<file path="src/rtl/light_seq_if.sv">
// light_seq_if: code stream in, lamp drives and supervisor status out
interface light_seq_if #(parameter int ERR_W = 8);
    logic [3:0]       code_in;
    logic             clr_err;
    logic [2:0]       lamp_a;
    logic [2:0]       lamp_b;
    logic             locked;
    logic             seq_err;
    logic             lane_mismatch;
    logic             stall;
    logic [ERR_W-1:0] err_count;
    modport master (output code_in, clr_err,
                    input  lamp_a, lamp_b, locked, seq_err, lane_mismatch, stall, err_count);
    modport slave  (input  code_in, clr_err,
                    output lamp_a, lamp_b, locked, seq_err, lane_mismatch, stall, err_count);
endinterface

</file>
<file path="src/rtl/light_sequence_monitor.sv">
// light_sequence_monitor: syncs the two light-code lanes, drives lamps and checks
// the 00->01->10->00 cycle, reporting sequence errors, lane mismatch and stalls.
module light_sequence_monitor #(
    parameter int                 STALL_W      = 24,
    parameter logic [STALL_W-1:0] STALL_LIMIT  = STALL_W'(12_000_000),
    parameter int                 MISMATCH_TOL = 3,
    parameter int                 ERR_W        = 8
) (
    input logic        clk,
    input logic        reset,
    light_seq_if.slave bus
);
    localparam logic [0:0] ST_ACQUIRE = 1'b0;
    localparam logic [0:0] ST_TRACK   = 1'b1;
    localparam int         MW         = $clog2(MISMATCH_TOL + 2);
    localparam logic [MW-1:0] TOL     = MW'(MISMATCH_TOL);

    function automatic logic legal(input logic [1:0] p, input logic [1:0] c);
        return (p == 2'b00 && c == 2'b01) || (p == 2'b01 && c == 2'b10) || (p == 2'b10 && c == 2'b00);
    endfunction

    function automatic logic [2:0] lamp(input logic [1:0] c);
        return c == 2'b00 ? 3'b100 : c == 2'b01 ? 3'b001 : c == 2'b10 ? 3'b010 : 3'b000;
    endfunction

    logic [3:0]         r_sync1, r_sync2;
    logic [1:0]         r_prev_a, r_prev_b;
    logic [2:0]         r_lamp_a, r_lamp_b;
    logic [0:0]         r_state;
    logic [1:0]         r_acq;
    logic [STALL_W-1:0] r_dwell;
    logic [MW-1:0]      r_mm_cnt;
    logic               r_mm_done;
    logic               r_seq_err, r_mismatch, r_stall;
    logic [ERR_W-1:0]   r_err_cnt;

    logic [1:0]         w_sa, w_sb;
    logic               w_ev_a, w_ev_b, w_track, w_disagree, w_legal_a;
    logic               w_seq_ev, w_mm_ev, w_stall_ev, w_any;
    logic [STALL_W-1:0] w_dwell_inc;

    assign w_sa        = r_sync2[1:0];
    assign w_sb        = r_sync2[3:2];
    assign w_ev_a      = w_sa != r_prev_a;
    assign w_ev_b      = w_sb != r_prev_b;
    assign w_legal_a   = legal(r_prev_a, w_sa);
    assign w_track     = r_state == ST_TRACK;
    assign w_disagree  = w_sa != w_sb;
    assign w_dwell_inc = r_dwell + STALL_W'(1);
    assign w_seq_ev    = w_track & ((w_ev_a & ~w_legal_a) | (w_ev_b & ~legal(r_prev_b, w_sb)));
    // one mismatch event per episode: r_mm_done holds until the lanes agree again
    assign w_mm_ev     = w_track & w_disagree & ~r_mm_done & (r_mm_cnt >= TOL);
    assign w_stall_ev  = w_track & ~w_ev_a & (w_dwell_inc == STALL_LIMIT);
    assign w_any       = w_seq_ev | w_mm_ev | w_stall_ev;

    always_ff @(posedge clk or posedge reset) begin
        if (reset) begin
            r_sync1    <= '0;
            r_sync2    <= '0;
            r_prev_a   <= '0;
            r_prev_b   <= '0;
            r_lamp_a   <= 3'b100;
            r_lamp_b   <= 3'b100;
            r_state    <= ST_ACQUIRE;
            r_acq      <= '0;
            r_dwell    <= '0;
            r_mm_cnt   <= '0;
            r_mm_done  <= 1'b0;
            r_seq_err  <= 1'b0;
            r_mismatch <= 1'b0;
            r_stall    <= 1'b0;
            r_err_cnt  <= '0;
        end else begin
            r_sync1    <= bus.code_in;
            r_sync2    <= r_sync1;
            r_prev_a   <= w_sa;
            r_prev_b   <= w_sb;
            r_lamp_a   <= lamp(w_sa);
            r_lamp_b   <= lamp(w_sb);
            r_mm_cnt   <= !w_disagree ? '0 : r_mm_cnt < TOL ? r_mm_cnt + MW'(1) : r_mm_cnt;
            r_mm_done  <= w_disagree & (r_mm_done | w_mm_ev);
            r_seq_err  <= (r_seq_err & ~bus.clr_err) | w_seq_ev;
            r_mismatch <= (r_mismatch & ~bus.clr_err) | w_mm_ev;
            r_stall    <= (r_stall & ~bus.clr_err) | w_stall_ev;
            r_err_cnt  <= bus.clr_err ? ERR_W'(w_any) : r_err_cnt + ERR_W'(w_any && ~&r_err_cnt);
            if (w_track) begin
                r_state <= (w_seq_ev | w_stall_ev) ? ST_ACQUIRE : ST_TRACK;
                r_dwell <= (w_seq_ev | w_stall_ev | w_ev_a) ? '0 : w_dwell_inc;
                r_acq   <= '0;
            end else if (w_ev_a) begin
                r_state <= (w_legal_a && r_acq == 2'd1) ? ST_TRACK : ST_ACQUIRE;
                r_acq   <= (w_legal_a && r_acq != 2'd1) ? r_acq + 2'd1 : 2'd0;
                r_dwell <= '0;
            end
        end
    end

    assign bus.lamp_a        = r_lamp_a;
    assign bus.lamp_b        = r_lamp_b;
    assign bus.locked        = w_track;
    assign bus.seq_err       = r_seq_err;
    assign bus.lane_mismatch = r_mismatch;
    assign bus.stall         = r_stall;
    assign bus.err_count     = r_err_cnt;
endmodule

</file>
<file path="src/flat_wrapper.sv">
// flat-port wrapper written by rule: the top's interface ports become plain ports
module light_sequence_monitor_flat 
#(
    parameter int                 STALL_W      = 24,
    parameter logic [STALL_W-1:0] STALL_LIMIT  = STALL_W'(12_000_000),
    parameter int                 MISMATCH_TOL = 3,
    parameter int                 ERR_W        = 8
)
  (clk, reset, bus_code_in, bus_clr_err, bus_lamp_a, bus_lamp_b, bus_locked, bus_seq_err, bus_lane_mismatch, bus_stall, bus_err_count);
  light_seq_if #(.ERR_W(ERR_W)) bus_i ();
  input logic clk;
  input logic reset;
  input wire logic [$bits(bus_i.code_in)-1:0] bus_code_in;
  input wire logic [$bits(bus_i.clr_err)-1:0] bus_clr_err;
  output wire logic [$bits(bus_i.lamp_a)-1:0] bus_lamp_a;
  output wire logic [$bits(bus_i.lamp_b)-1:0] bus_lamp_b;
  output wire logic [$bits(bus_i.locked)-1:0] bus_locked;
  output wire logic [$bits(bus_i.seq_err)-1:0] bus_seq_err;
  output wire logic [$bits(bus_i.lane_mismatch)-1:0] bus_lane_mismatch;
  output wire logic [$bits(bus_i.stall)-1:0] bus_stall;
  output wire logic [$bits(bus_i.err_count)-1:0] bus_err_count;
  assign bus_i.code_in = bus_code_in;
  assign bus_i.clr_err = bus_clr_err;
  assign bus_lamp_a = bus_i.lamp_a;
  assign bus_lamp_b = bus_i.lamp_b;
  assign bus_locked = bus_i.locked;
  assign bus_seq_err = bus_i.seq_err;
  assign bus_lane_mismatch = bus_i.lane_mismatch;
  assign bus_stall = bus_i.stall;
  assign bus_err_count = bus_i.err_count;
  light_sequence_monitor #(.STALL_W(STALL_W), .STALL_LIMIT(STALL_LIMIT), .MISMATCH_TOL(MISMATCH_TOL), .ERR_W(ERR_W)) u_core (.clk(clk), .reset(reset), .bus(bus_i));
endmodule
</file>
<file path="config.mk">
export PLATFORM = sky130hd
export DESIGN_NAME = light_sequence_monitor_flat
export DESIGN_NICKNAME = d
export VERILOG_FILES = /design/src/rtl/light_seq_if.sv /design/src/rtl/light_sequence_monitor.sv /design/src/flat_wrapper.sv
export SDC_FILE = /design/constraint.sdc
export NUM_CORES = 1
export LEC_CHECK = 0
export CAP_MARGIN = 20
export CORE_ASPECT_RATIO = 0.6
export CORE_MARGIN = 1.5
export CORE_UTILIZATION = 58
export CTS_CLUSTER_DIAMETER = 80
export DETAILED_ROUTE_END_ITERATION = 16
export PLACE_DENSITY = 0.85
export SYNTH_ARGS = -nofsm -noshare
export SYNTH_HDL_FRONTEND = slang
export SYNTH_SLANG_ARGS = --single-unit
</file>
<file path="constraint.sdc">
create_clock -name clk -period 4.6 [get_ports clk]
set_clock_uncertainty 0.2 [all_clocks]
set_input_delay 0.69 -clock clk [delete_from_list [all_inputs] [get_ports clk]]
set_output_delay 0.69 -clock clk [all_outputs]
set_load 0.005 [all_outputs]
</file>
* Word-level counts from Yosys, hierarchy flattened
Cells that the tools add are included.
** Cells by class
- $add $sub $neg :: 4
- Multipliers :: 0
- Divide/modulo/power cells :: 0
- $lt $le $gt $ge :: 2
- Equality and inequality tests :: 15
- Shift operators :: 0
- Mux-type cells :: 19
- Bitwise gates (word level) :: 26
- Reduce and logical (&&, ||, !) cells :: 20
** Operator list (count)
- $mux W24 :: 3
- $add A24 B1 Y24 const B :: 1
- $eq A24 B24 Y1 const B :: 1
- $mux W3 :: 6
- $and A1 B1 Y1 :: 12
- $eq A2 B1 Y1 const B :: 5
- $mux W2 :: 5
- $logic_and A1 B1 Y1 :: 9
- $or A1 B1 Y1 :: 9
- $add A8 B1 Y8 :: 1
- $eq A2 B2 Y1 const B :: 4
- $logic_not A2 Y1 :: 4
- $mux W8 :: 1
- $reduce_and A8 Y1 :: 1
- $ne A2 B2 Y1 :: 3
- $not A1 Y1 :: 5
- $logic_or A1 B1 Y1 :: 4
- $mux W1 :: 4
- $add A3 B1 Y3 const B :: 1
- $ge A3 B2 Y1 const B :: 1
- $lt A3 B2 Y1 const B :: 1
- $add A2 B1 Y2 const B :: 1
- $ne A2 B1 Y1 const B :: 1
- $ne A2 B2 Y1 const B :: 1
- other kinds (2) :: 2
** Storage, ports and cells
- Register bits :: 60
- Latch bits :: 0
- RAM bits :: 0
- Memory bits (read-only) :: 0
- Input bits :: 7
- Output and inout bits :: 18
- Logic and storage cells :: 101
- Memories kept :: 0

* Longest topological paths before layout
Gate-level depths: netlist of the first run.
- Depth in word-level cells :: 13
- Depth in mapped cells :: 14
- Depth with buffers taken out :: 14

* Least setup slack after synthesis of the first run
OpenSTA, ideal clock, no wires.
- Path kind :: register to register
- Start point :: reg u_core.r_dwell[1]
- End point :: reg u_core.r_err_cnt[5] (netlist: u_core.bus.err_count[5])
- Setup time :: 0.078 ns
- Arrival time :: 3.037 ns
- Data required time :: 4.322 ns
- Slack :: 1.285 ns
- Cell stages (with the launch flop) :: 14
- Buffers on the path :: 0
- Period minus slack after synthesis :: 3.315 ns
- Cell sequence :: dfrtp_1 -> ha_1 -> nand3_1 -> or4_1 -> or3_1 -> inv_1 -> nor2_1 -> nand4bb_1 -> and3_1 -> nor2_1 -> ha_1 -> nand3_1 -> or3_1 -> a21oi_1
** Between the ends
- Longest elaborated chain between the ends :: 7
** RTL lines
- from (decl) :: RTL line light_sequence_monitor.sv:31 : logic [STALL_W-1:0] r_dwell;
- from (signal assigned) :: RTL line light_sequence_monitor.sv:88 : r_dwell <= (w_seq_ev | w_stall_ev | w_ev_a) ? '0 : w_dwell_inc;
- $add A24 B1 Y24 :: RTL line light_sequence_monitor.sv:49 : assign w_dwell_inc = r_dwell + STALL_W'(1);
- $eq A24 B24 Y1 :: RTL line light_sequence_monitor.sv:53 : assign w_stall_ev = w_track & ~w_ev_a & (w_dwell_inc == STALL_LIMIT);
- $and A1 B1 Y1 :: RTL line light_sequence_monitor.sv:53
- $or A1 B1 Y1 :: RTL line light_sequence_monitor.sv:54 : assign w_any = w_seq_ev | w_mm_ev | w_stall_ev;
- $logic_and A1 B1 Y1 :: RTL line light_sequence_monitor.sv:85 : r_err_cnt <= bus.clr_err ? ERR_W'(w_any) : r_err_cnt + ERR_W'(w_any && ~&r_err_cnt);
- $add A8 B1 Y8 :: RTL line light_sequence_monitor.sv:85
- $mux W8 :: RTL line light_sequence_monitor.sv:85
- to (signal assigned) :: RTL line light_sequence_monitor.sv:85
- to (decl) :: RTL line light_sequence_monitor.sv:35 : logic [ERR_W-1:0] r_err_cnt;
Every way passes these cells.
A chain may end at the register's enable or synchronous reset.

* Final worst setup path of the first run
- Start point :: reg u_core.r_dwell[0]
- End point :: reg u_core.r_err_cnt[7] (netlist: u_core.bus.err_count[7])
Same word-level chain as after synthesis.

==> results by group, run 1 <==
Outcome
  • Status: finished clean

GRT
  • Initial antenna violation count: 0
  • Vias in the first global route: approximately 2300
  • First-pass GRT wire length: between 10000 and 15000 um
  • Largest net degree at the start of global routing: 39
  • Met3 track demand over resource: 0.0889
  • Met1 global-route usage: 0.383
  • GRT Overall Usage: 0.252
  • Met2 Use GR: 0.339
  • Global routing's busiest layer: met1
  • GRT overflow: 0

Clock tree
  • Post-CTS sizing: 0
  • TritonCTS clock tree: built
  • Clock latency on the worst-skew pair: roughly 350 ps
  • Clock Sinks: 60
  • TritonCTS Buffers: 9
  • CTS HTree Levels: 3
  • Setup Fix Bufs, Post-CTS: 0
  • Hold_buf cts: 0
  • Root buffer cell: clkbuf_8
  • Longest Clk Path Bufs: 2
  • Reg clk slew, reported paths: roughly 70 ps

Synthesis
  • Syn_nets: between 300 and 400
  • Syn avg cell area: slightly above 9 sq um
  • Synth area leaders: dfrtp_1, o21ai_0, nand3_1, a21oi_1, inv_1
  • Area share of the largest cell type after synthesis: 0.461
  • Post-synth EDFFs: 0
  • Yosys reg bits: 60
  • Post-synthesis sequential area ratio: 0.478
  • Top FF cell, synth: dfrtp_1
  • Synth Cell Area: roughly 3100 sq um
  • Ys Warns: 0
  • Syn Inst Count: about 350
  • Cell type with the largest total area after synthesis: dfrtp_1
  • Async S/R FF share, synth: 1.00
  • Post-synth cell types: 51

Worst setup path
  • Worst path slowest cell: or4_1
  • CP startpoint kind: flop
  • R2r setup slk: 850 ps
  • Cell depth of the worst flop-to-flop path: 13
  • Crit path largest cell delay: 600 ps
  • Required @ worst endpoint: between 4000 and 5000 ps
  • Reg2reg start: u_core.r_dwell[0]
  • Worst setup EP type: flop
  • Crit path capture: u_core.bus.err_count[7]
  • CP Max Fanout: 11
  • Crit path cell chain: ha_1, nand3_1, or4_1, or3_1, inv_1, nor2_1, nand4bb_1, and3_1, nor2_1, ha_1, nand3_1, or3_1, a21oi_1
  • Crit path DAT: roughly 3800 ps
  • Critical path launch point: u_core.r_dwell[0]
  • Crit Path Class: reg2reg
  • RR Endpoint: u_core.bus.err_count[7]

STA
  • Count of final hold-check violations: 0
  • Post-Route Setup TNS: 0 ps
  • Final Cycle Share: 0.816
  • Actual slew at the worst max-slew pin: 870 ps
  • Period minus WS final: 3750 ps
  • Final setup fails: 0
  • F_max: 266 MHz
  • Worst hold slack: roughly 150 ps
  • Max_slew headroom: 0.420
  • RSZ-0062 raised after global routing: no
  • Max-slew violations: 0

Floorplan
  • Die height: 60.1 um
  • # rows: 20
  • Initial Util: 0.611
  • DIE AREA: 5900 sq um
  • Die W: slightly below 100 um
  • Core area: around 5200 sq um
  • Top-Level Pins: 25

Power and ir drop
  • Leakage: 1.47 nW
  • Worst VDD drop: about 290 uV
  • Total Power: between 1 and 1.5 mW
  • P per Cell Area: 357 nW/um^2

Cells and area
  • Share of cells above drive strength 1: 0.0757
  • Final instance area: around 3600 sq um
  • Nets: around 380
  • Antenna cells: 0
  • Commonest non-fill, non-tap cells in the layout: dfrtp_1, o21ai_0, inv_1
  • FILL cells: 386
  • Leading cell type in the layout, fill and taps excluded: dfrtp_1
  • Final core utilization: 0.701
  • Area grow syn2layout: 14.7%

Route
  • Via count: 2691
  • Vias/cell: just over 6
  • Antenna violation net count after detailed routing: 0
  • WL/cell: between 15 and 20 um
  • First DRT Iteration DRCs: 193
  • DR pass1 iterations: 5
  • Drc violations: 0
  • DRT Wirelength: approximately 7000 um

Placement
  • Detailed-placement wirelength estimate: 4820 um
  • Total placed instance area: about 3400 sq um
  • I/O Buffers: 24
  • RePlAce Congestion: about 0.96

Run
  • MaxCap Viol Count: 0

Worst hold path
  • HP Class: reg2reg
through the flow:
| step | worst slack, ps | cells |
|---|---|---|
| floorplan | 1290 | 345 |
| global placement | 1100 | 420 |
| detailed placement | 908 | 420 |
| CTS | 886 | 436 |
| global route | 565 | 436 |
| finish | 848 | 436 |
worst max-delay path: cells and delay by family (launching register included):
family,cells,cell delay [ps]
buf+inv,1,70
flops,1,520
fa+ha+maj,2,530
simple gates,9,2230
compound gates,1,140
cell usage after synthesis, drive strengths merged (2+ instances only):
cell and count:
nor4 3, or3 16, buf 9, o21ai 33, clkbuf 8, nor3b 2
nand4 10, a21oi 23, xor2 10, or4 3, dfstp 2, ha 7
a31oi 2, nand2 22, xnor2 6, mux2i 2, and4 2, nor2b 5
inv 26, nor3 10, dfrtp 58, a21boi 2, nand2b 4, mux2 2
nand3 24, and3 8, o311ai 3, nor2 24, a21o 2, and3b 2
metal layers:
metal,vias to the layer above,part of all wire
li1,1268,-
met1,1294,0.47
met2,119,0.42
met4,0,0.0088
met3,10,0.10
met5,-,0
report_power, final:
| part | total, mW | leakage (nW) | switching (mW) | internal [mW] |
|---|---|---|---|---|
| Sequential | 0.618 | 0.788 | 0.0457 | 0.573 |
| Combinational | 0.198 | 0.581 | 0.102 | 0.0954 |
| Clock | 0.474 | 0.104 | 0.222 | 0.252 |
final cells by class:
type,instances,area [sq um],area share
Clock buffer,9,124,0.0343
Clock inverter,7,75.1,0.0208
Inverter,26,97.6,0.0270
Multi-Input combinational cell,242,1470,0.408
Sequential cell,60,1500,0.416
Tap cell,66,82.6,0.0229
Timing Repair Buffer,26,255,0.0707
worst min-delay path by stage:
stage	from	to	slack (ps)	depth (start not counted)
2_1_floorplan	u_core.r_sync1[0]	u_core.r_sync2[0]	130	0
6_report	u_core.r_sync1[0]	u_core.r_sync2[0]	150	0
5_1_grt	u_core.r_sync1[1]	u_core.r_sync2[1]	170	0
4_1_cts	u_core.r_sync1[0]	u_core.r_sync2[0]	160	0
3_5_place_dp	u_core.r_sync1[0]	u_core.r_sync2[0]	140	0
3_3_place_gp	u_core.r_sync1[2]	u_core.r_sync2[2]	130	0
cell families after synthesis:
| kind of cell | Yosys count | share of synthesized area |
|---|---|---|
| AOI/OAI and AO/OA | 76 | 0.142 |
| xor gates and xnor gates | 16 | 0.0445 |
| adders and majority gates | 7 | 0.0278 |
| buffers and inverters | 43 | 0.0560 |
| DFF | 60 | 0.478 |
| muxes | 4 | 0.0135 |
| and+or+nand+nor | 139 | 0.238 |
sequential cells by signal (all words and copies together), names as in the netlist:
register and flops:
u_core.r_dwell 24, u_core.bus.seq_err 1, u_core.r_sync1 4, u_core.bus.err_count 8, u_core.r_sync2 4, u_core.r_mm_cnt 3, u_core.bus.stall 1, u_core.bus.locked 1
u_core.bus.lamp_a 3, u_core.r_prev_a 2, u_core.r_acq 2, u_core.bus.lamp_b 3, u_core.r_prev_b 2, u_core.r_mm_done 1, u_core.bus.lane_mismatch 1
(Power assumes the default switching activity.)
==> run 2: changes to the inputs <==
Clock period 4.6 ns to 3.5 ns, I/O delays scaled along.
==> results by group, run 2 (synthesized netlist as in run 1, its figures left out) <==
Clock tree
  • TritonCTS clock tree: built
  • Clock Sinks: 60
  • Root buffer cell: clkbuf_8
  • TritonCTS Buffers: 9
  • Clock latency on the worst-skew pair: approximately 350 ps
  • Longest Clk Path Bufs: 2
  • Reg clk slew, reported paths: roughly 70 ps
  • CTS HTree Levels: 3

Route
  • Antenna violation net count after detailed routing: 0
  • DR pass1 iterations: 5
  • WL/cell: around 16 um
  • DRT Wirelength: roughly 7300 um
  • Drc violations: 0
  • Vias/cell: ~6.1
  • First DRT Iteration DRCs: between 200 and 300
  • Via count: ~2700

Cells and area
  • FILL cells: 363
  • Leading cell type in the layout, fill and taps excluded: dfrtp_1
  • Area grow syn2layout: 19.2%
  • Number of flip-flops in the largest register: 24
  • Nets: just under 400
  • Reg with most FFs: u_core.r_dwell
  • Commonest non-fill, non-tap cells in the layout: dfrtp_1, o21ai_0, inv_1, nor2_1, clkdlybuf4s50_1
  • Share of cells above drive strength 1: 0.136
  • Antenna cells: 0

Floorplan
  • Initial Util: 0.611
  • # rows: 20
  • Top-Level Pins: 25
  • Die W: just under 100 um
  • Core area: around 5200 sq um
  • DIE AREA: 5900 sq um
  • Die height: between 60 and 70 um

Power and ir drop
  • Leakage: approximately 1.5 nW
  • Worst VDD drop: ~290 uV
  • Sequential share of power: 0.470
  • Psw: just under 500 uW
  • P per Cell Area: 462 nW/um^2
  • P_int: about 1.2 mW
  • Clk network pwr share: 0.374
  • Switching part of the total: 0.280
  • Comb pwr share: 0.156

Placement
  • Pre-CTS setup slack: roughly 72 ps
  • RePlAce Congestion: ~1.0
  • Detailed-placement wirelength estimate: around 5000 um
  • I/O Buffers: 24

GRT
  • GRT overflow: 0
  • Largest net degree at the start of global routing: 61
  • Initial antenna violation count: 0
  • First-pass GRT wire length: between 10000 and 15000 um
  • GRT Overall Usage: 0.268
  • Vias in the first global route: 2478

Worst hold path
  • HP Class: reg2reg

Worst setup path
  • CP startpoint kind: flop
  • CP Max Fanout: 5
  • Required @ worst endpoint: about 3600 ps
  • Worst setup EP type: flop
  • Crit Path Class: reg2reg
  • Crit path DAT: ~3400 ps

STA
  • F_max: ~300 MHz
  • Actual slew at the worst max-slew pin: between 500 and 600 ps
  • Period minus WS final: about 3400 ps
  • Max-slew violations: 0
  • Final Cycle Share: 0.963
  • Setup WS post-layout: about 130 ps
  • Max_slew headroom: 0.601
  • Final setup fails: 0
  • Count of final hold-check violations: 0
  • Worst hold slack: 143 ps

Run
  • MaxCap Viol Count: 0

Outcome
  • Status: finished clean
run 2: changes by cell type in the layout (fill, tap and decap cells not counted), moves of 3 or more:
| cell | previous run | this run |
|---|---|---|
| buf_4 | 2 | 12 |
| dfrtp_1 | 58 | 52 |
| clkinv_4 | 3 | 0 |
| dfrtp_2 | 0 | 6 |
| clkinvlp_4 | 0 | 4 |
run 2: metal layers:
layer / part of all wire / GRT usage / routed length (um) / vias up
met5: 0 / 0 / 0 / -
met4: 0.014 / 0.0905 / 103 / 0
met3: 0.089 / 0.0807 / 649 / 14
met2: 0.43 / 0.393 / 3130 / 128
met1: 0.47 / 0.385 / 3420 / 1304
li1: - / - / - / 1283
run 2: layout make-up:
class	instances	area, sq um	share of cell area
Timing Repair Buffer	37	350	0.0933
Inverter	26	97.6	0.0260
Clock inverter	5	60.1	0.0160
Sequential cell	60	1510	0.403
Clock buffer	11	151	0.0403
Tap cell	66	82.6	0.0220
Multi-Input combinational cell	242	1500	0.400
run 2: path summary, 6_finish.rpt:
| check | startpoint | cells past startpoint | end | slack (ps) |
|---|---|---|---|---|
| hold reg to reg | u_core.r_sync1[3] | 0 | u_core.r_sync2[3] | 140 |
| setup reg to reg | u_core.r_dwell[1] | 13 | u_core.bus.err_count[5] | 130 |
| setup / recovery | u_core.r_dwell[1] | 13 | u_core.bus.err_count[5] | 130 |
| hold / removal | u_core.r_sync1[3] | 0 | u_core.r_sync2[3] | 140 |
| max in group asynchronous | reset | 3 | u_core.bus.lamp_b[2] | 2470 |
| min in group asynchronous | reset | 3 | u_core.bus.lamp_a[1] | 350 |
run 2: metrics by stage:
step                      total power [mW]  cell area, sq um  std cells   util  TNS (ps)
after CTS                             1.74              3710        446  0.720         0
after global placement                1.07              3500        430  0.679         0
after global routing                  1.83              3750        447  0.728      -129
after floorplan                      0.971              3150        345      -         0
final                                 1.74              3750        447  0.728         0
after detailed placement              1.09              3500        430  0.679         0
run 2: power by group through the flow:
| stage | Sequential [mW] | Clock, mW | Combinational (mW) |
|---|---|---|---|
| floorplan | 0.810 | 0 | 0.161 |
| global placement | 0.821 | 0 | 0.249 |
| detailed placement | 0.824 | 0 | 0.262 |
| CTS | 0.812 | 0.663 | 0.269 |
| global route | 0.825 | 0.694 | 0.307 |
| finish | 0.815 | 0.649 | 0.271 |
run 2: repair_timing:
action / CTS / global route
hold buffers: 0 / 0
setup buffers: 0 / 1
endpoints found under the setup margin: 0 / 6
gates resized for setup: 0 / 13
run 2: critical path, cell delays in order, from the launching register on:
cell       delay, ps
dfrtp_1          440
ha_2             230
nand3_2          110
or4_4            570
or3_1            320
inv_1             80
nor2_1            40
nand4bb_1        190
and3_1           210
nor2_1           110
ha_1             200
nand3_2          120
or3_1            330
a21oi_1          140
==> run 3: changes to the inputs <==
Settings changed: CORE_UTILIZATION 58 to 50, PLACE_DENSITY 0.85 to 0.76.
==> results by group, run 3 (synthesized netlist as in run 1, its figures left out) <==
Route
  • Antenna violation net count after detailed routing: 0
  • Via count: between 2000 and 3000
  • DR pass1 iterations: 5
  • DRT Wirelength: 7430 um
  • Vias/cell: roughly 5.8
  • WL/cell: 15.8 um
  • First DRT Iteration DRCs: roughly 220
  • Drc violations: 0

GRT
  • Largest net degree at the start of global routing: 44
  • First-pass GRT wire length: between 10000 and 15000 um
  • Vias in the first global route: 2482
  • GRT overflow: 0
  • Met1 global-route usage: 0.357
  • Met2 Use GR: 0.335
  • GRT Overall Usage: 0.239
  • Global routing's busiest layer: met1
  • Met3 track demand over resource: 0.0674
  • Initial antenna violation count: 0

Floorplan
  • DIE AREA: 6800 sq um
  • Top-Level Pins: 25
  • Core area: about 6100 sq um
  • Die height: ~64 um
  • Initial Util: 0.518
  • # rows: 22
  • Die W: 105 um

Cells and area
  • Area grow syn2layout: 20.8%
  • Nets: just under 400
  • Final instance area: between 3000 and 4000 sq um
  • Number of flip-flops in the largest register: 24
  • Share of cells above drive strength 1: 0.151
  • Reg with most FFs: u_core.r_dwell
  • Leading cell type in the layout, fill and taps excluded: dfrtp_1
  • Antenna cells: 0
  • Commonest non-fill, non-tap cells in the layout: dfrtp_1, o21ai_0, inv_1, clkdlybuf4s50_1, nor2_1

Worst setup path
  • CP Max Fanout: 8
  • Crit path largest cell delay: 560 ps
  • Required @ worst endpoint: between 3000 and 4000 ps
  • Reg2reg start: u_core.r_dwell[8]
  • Crit path cell chain: nand4_1, or2_1, or4b_4, xor2_1, nand4bb_1, and3_1, nor2_1, ha_2, nand3_2, or3_1, a21oi_2
  • Crit path DAT: 3400 ps
  • Critical path launch point: u_core.r_dwell[8]
  • Crit Path Class: reg2reg
  • Worst path slowest cell: or4b_4
  • CP startpoint kind: flop
  • Worst setup EP type: flop
  • Cell depth of the worst flop-to-flop path: 11

STA
  • Post-Route Setup TNS: 0 ps
  • Max-slew violations: 0
  • Actual slew at the worst max-slew pin: 837 ps
  • Max_slew headroom: 0.441
  • Final setup fails: 0
  • Final Cycle Share: 0.950
  • Count of final hold-check violations: 0
  • F_max: 301 MHz
  • Period minus WS final: around 3300 ps

Clock tree
  • TritonCTS Buffers: 9
  • Root buffer cell: clkbuf_8
  • TritonCTS clock tree: built
  • CTS HTree Levels: 3
  • Reg clk slew, reported paths: 80 ps
  • Hold_buf cts: 0
  • Clock Sinks: 60
  • Longest Clk Path Bufs: 2
  • Clock latency on the worst-skew pair: between 300 and 400 ps

Outcome
  • Status: finished clean

Placement
  • I/O Buffers: 24
  • Detailed-placement wirelength estimate: 5310 um
  • Total placed instance area: around 3500 sq um
  • RePlAce Congestion: 0.936

Worst hold path
  • HP Class: reg2reg
  • Worst Hold Path Cells: 0
  • Worst hold path startpoint: u_core.r_sync1[3]

Power and ir drop
  • Leakage: around 1.5 nW
  • Worst VDD drop: ~350 uV
  • P per Cell Area: about 460 nW/um^2

Run
  • MaxCap Viol Count: 0
==> run 3: worst max-delay path: cells and delay by family (launching register included) <==
| family | cells | cell delay (ps) |
|---|---|---|
| XOR/XNOR | 1 | 190 |
| adder cells (fa/ha/maj) | 1 | 200 |
| AO/OA/AOI/OAI | 1 | 140 |
| AND/OR/NAND/NOR | 8 | 2040 |
| flip-flops | 1 | 470 |
==> run 3: worst paths after layout <==
kind | endpoint | slack [ps]
setup / recovery | u_core.bus.err_count[7] | 180
hold / removal | u_core.r_sync2[3] | 150
setup reg to reg | u_core.bus.err_count[7] | 180
hold reg to reg | u_core.r_sync2[3] | 150
max in group asynchronous | u_core.r_dwell[3] | 1930
min in group asynchronous | u_core.r_sync1[2] | 460
==> run 3: through the flow <==
step | cells | power [mW] | setup WS, ps | hold WS [ps] | utilization
after floorplan | 345 | 0.971 | 185 | 131 | -
after global placement | 449 | 1.07 | 137 | 133 | 0.578
after detailed placement | 449 | 1.09 | 69.1 | 136 | 0.578
after CTS | 465 | 1.75 | 20.1 | 156 | 0.612
after global routing | 469 | 1.84 | -44.8 | 162 | 0.625
final | 469 | 1.74 | 175 | 148 | 0.625
==> run 3: layer usage <==
layer	part of all wire	vias up	wire [um]
met5	0	-	0
met4	0.011	0	82
met3	0.063	8	466
met2	0.42	82	3130
met1	0.50	1320	3750
li1	-	1287	-
==> run 3: area by class of cell <==
class                   instances  area [sq um]
fillers                       499          2280
flip-flops and latches         60          1510
clock buffers                   9           124
inverters                      26          97.6
clock inverters                 7          82.6
multi-input cells             242          1520
well taps                      84           105
repair buffers                 41           368
==> run 3: repair_timing <==
action                     4_1_cts  5_1_grt
setup endpoints to repair        0        7
buffers inserted                 0        4
gates resized for setup          0       16
==> run 3: report_power, final <==
group	internal, mW	total (mW)	leakage [nW]	switching [mW]
clock	0.341	0.660	0.0988	0.319
combinational	0.132	0.271	0.660	0.139
sequential	0.752	0.813	0.779	0.0609
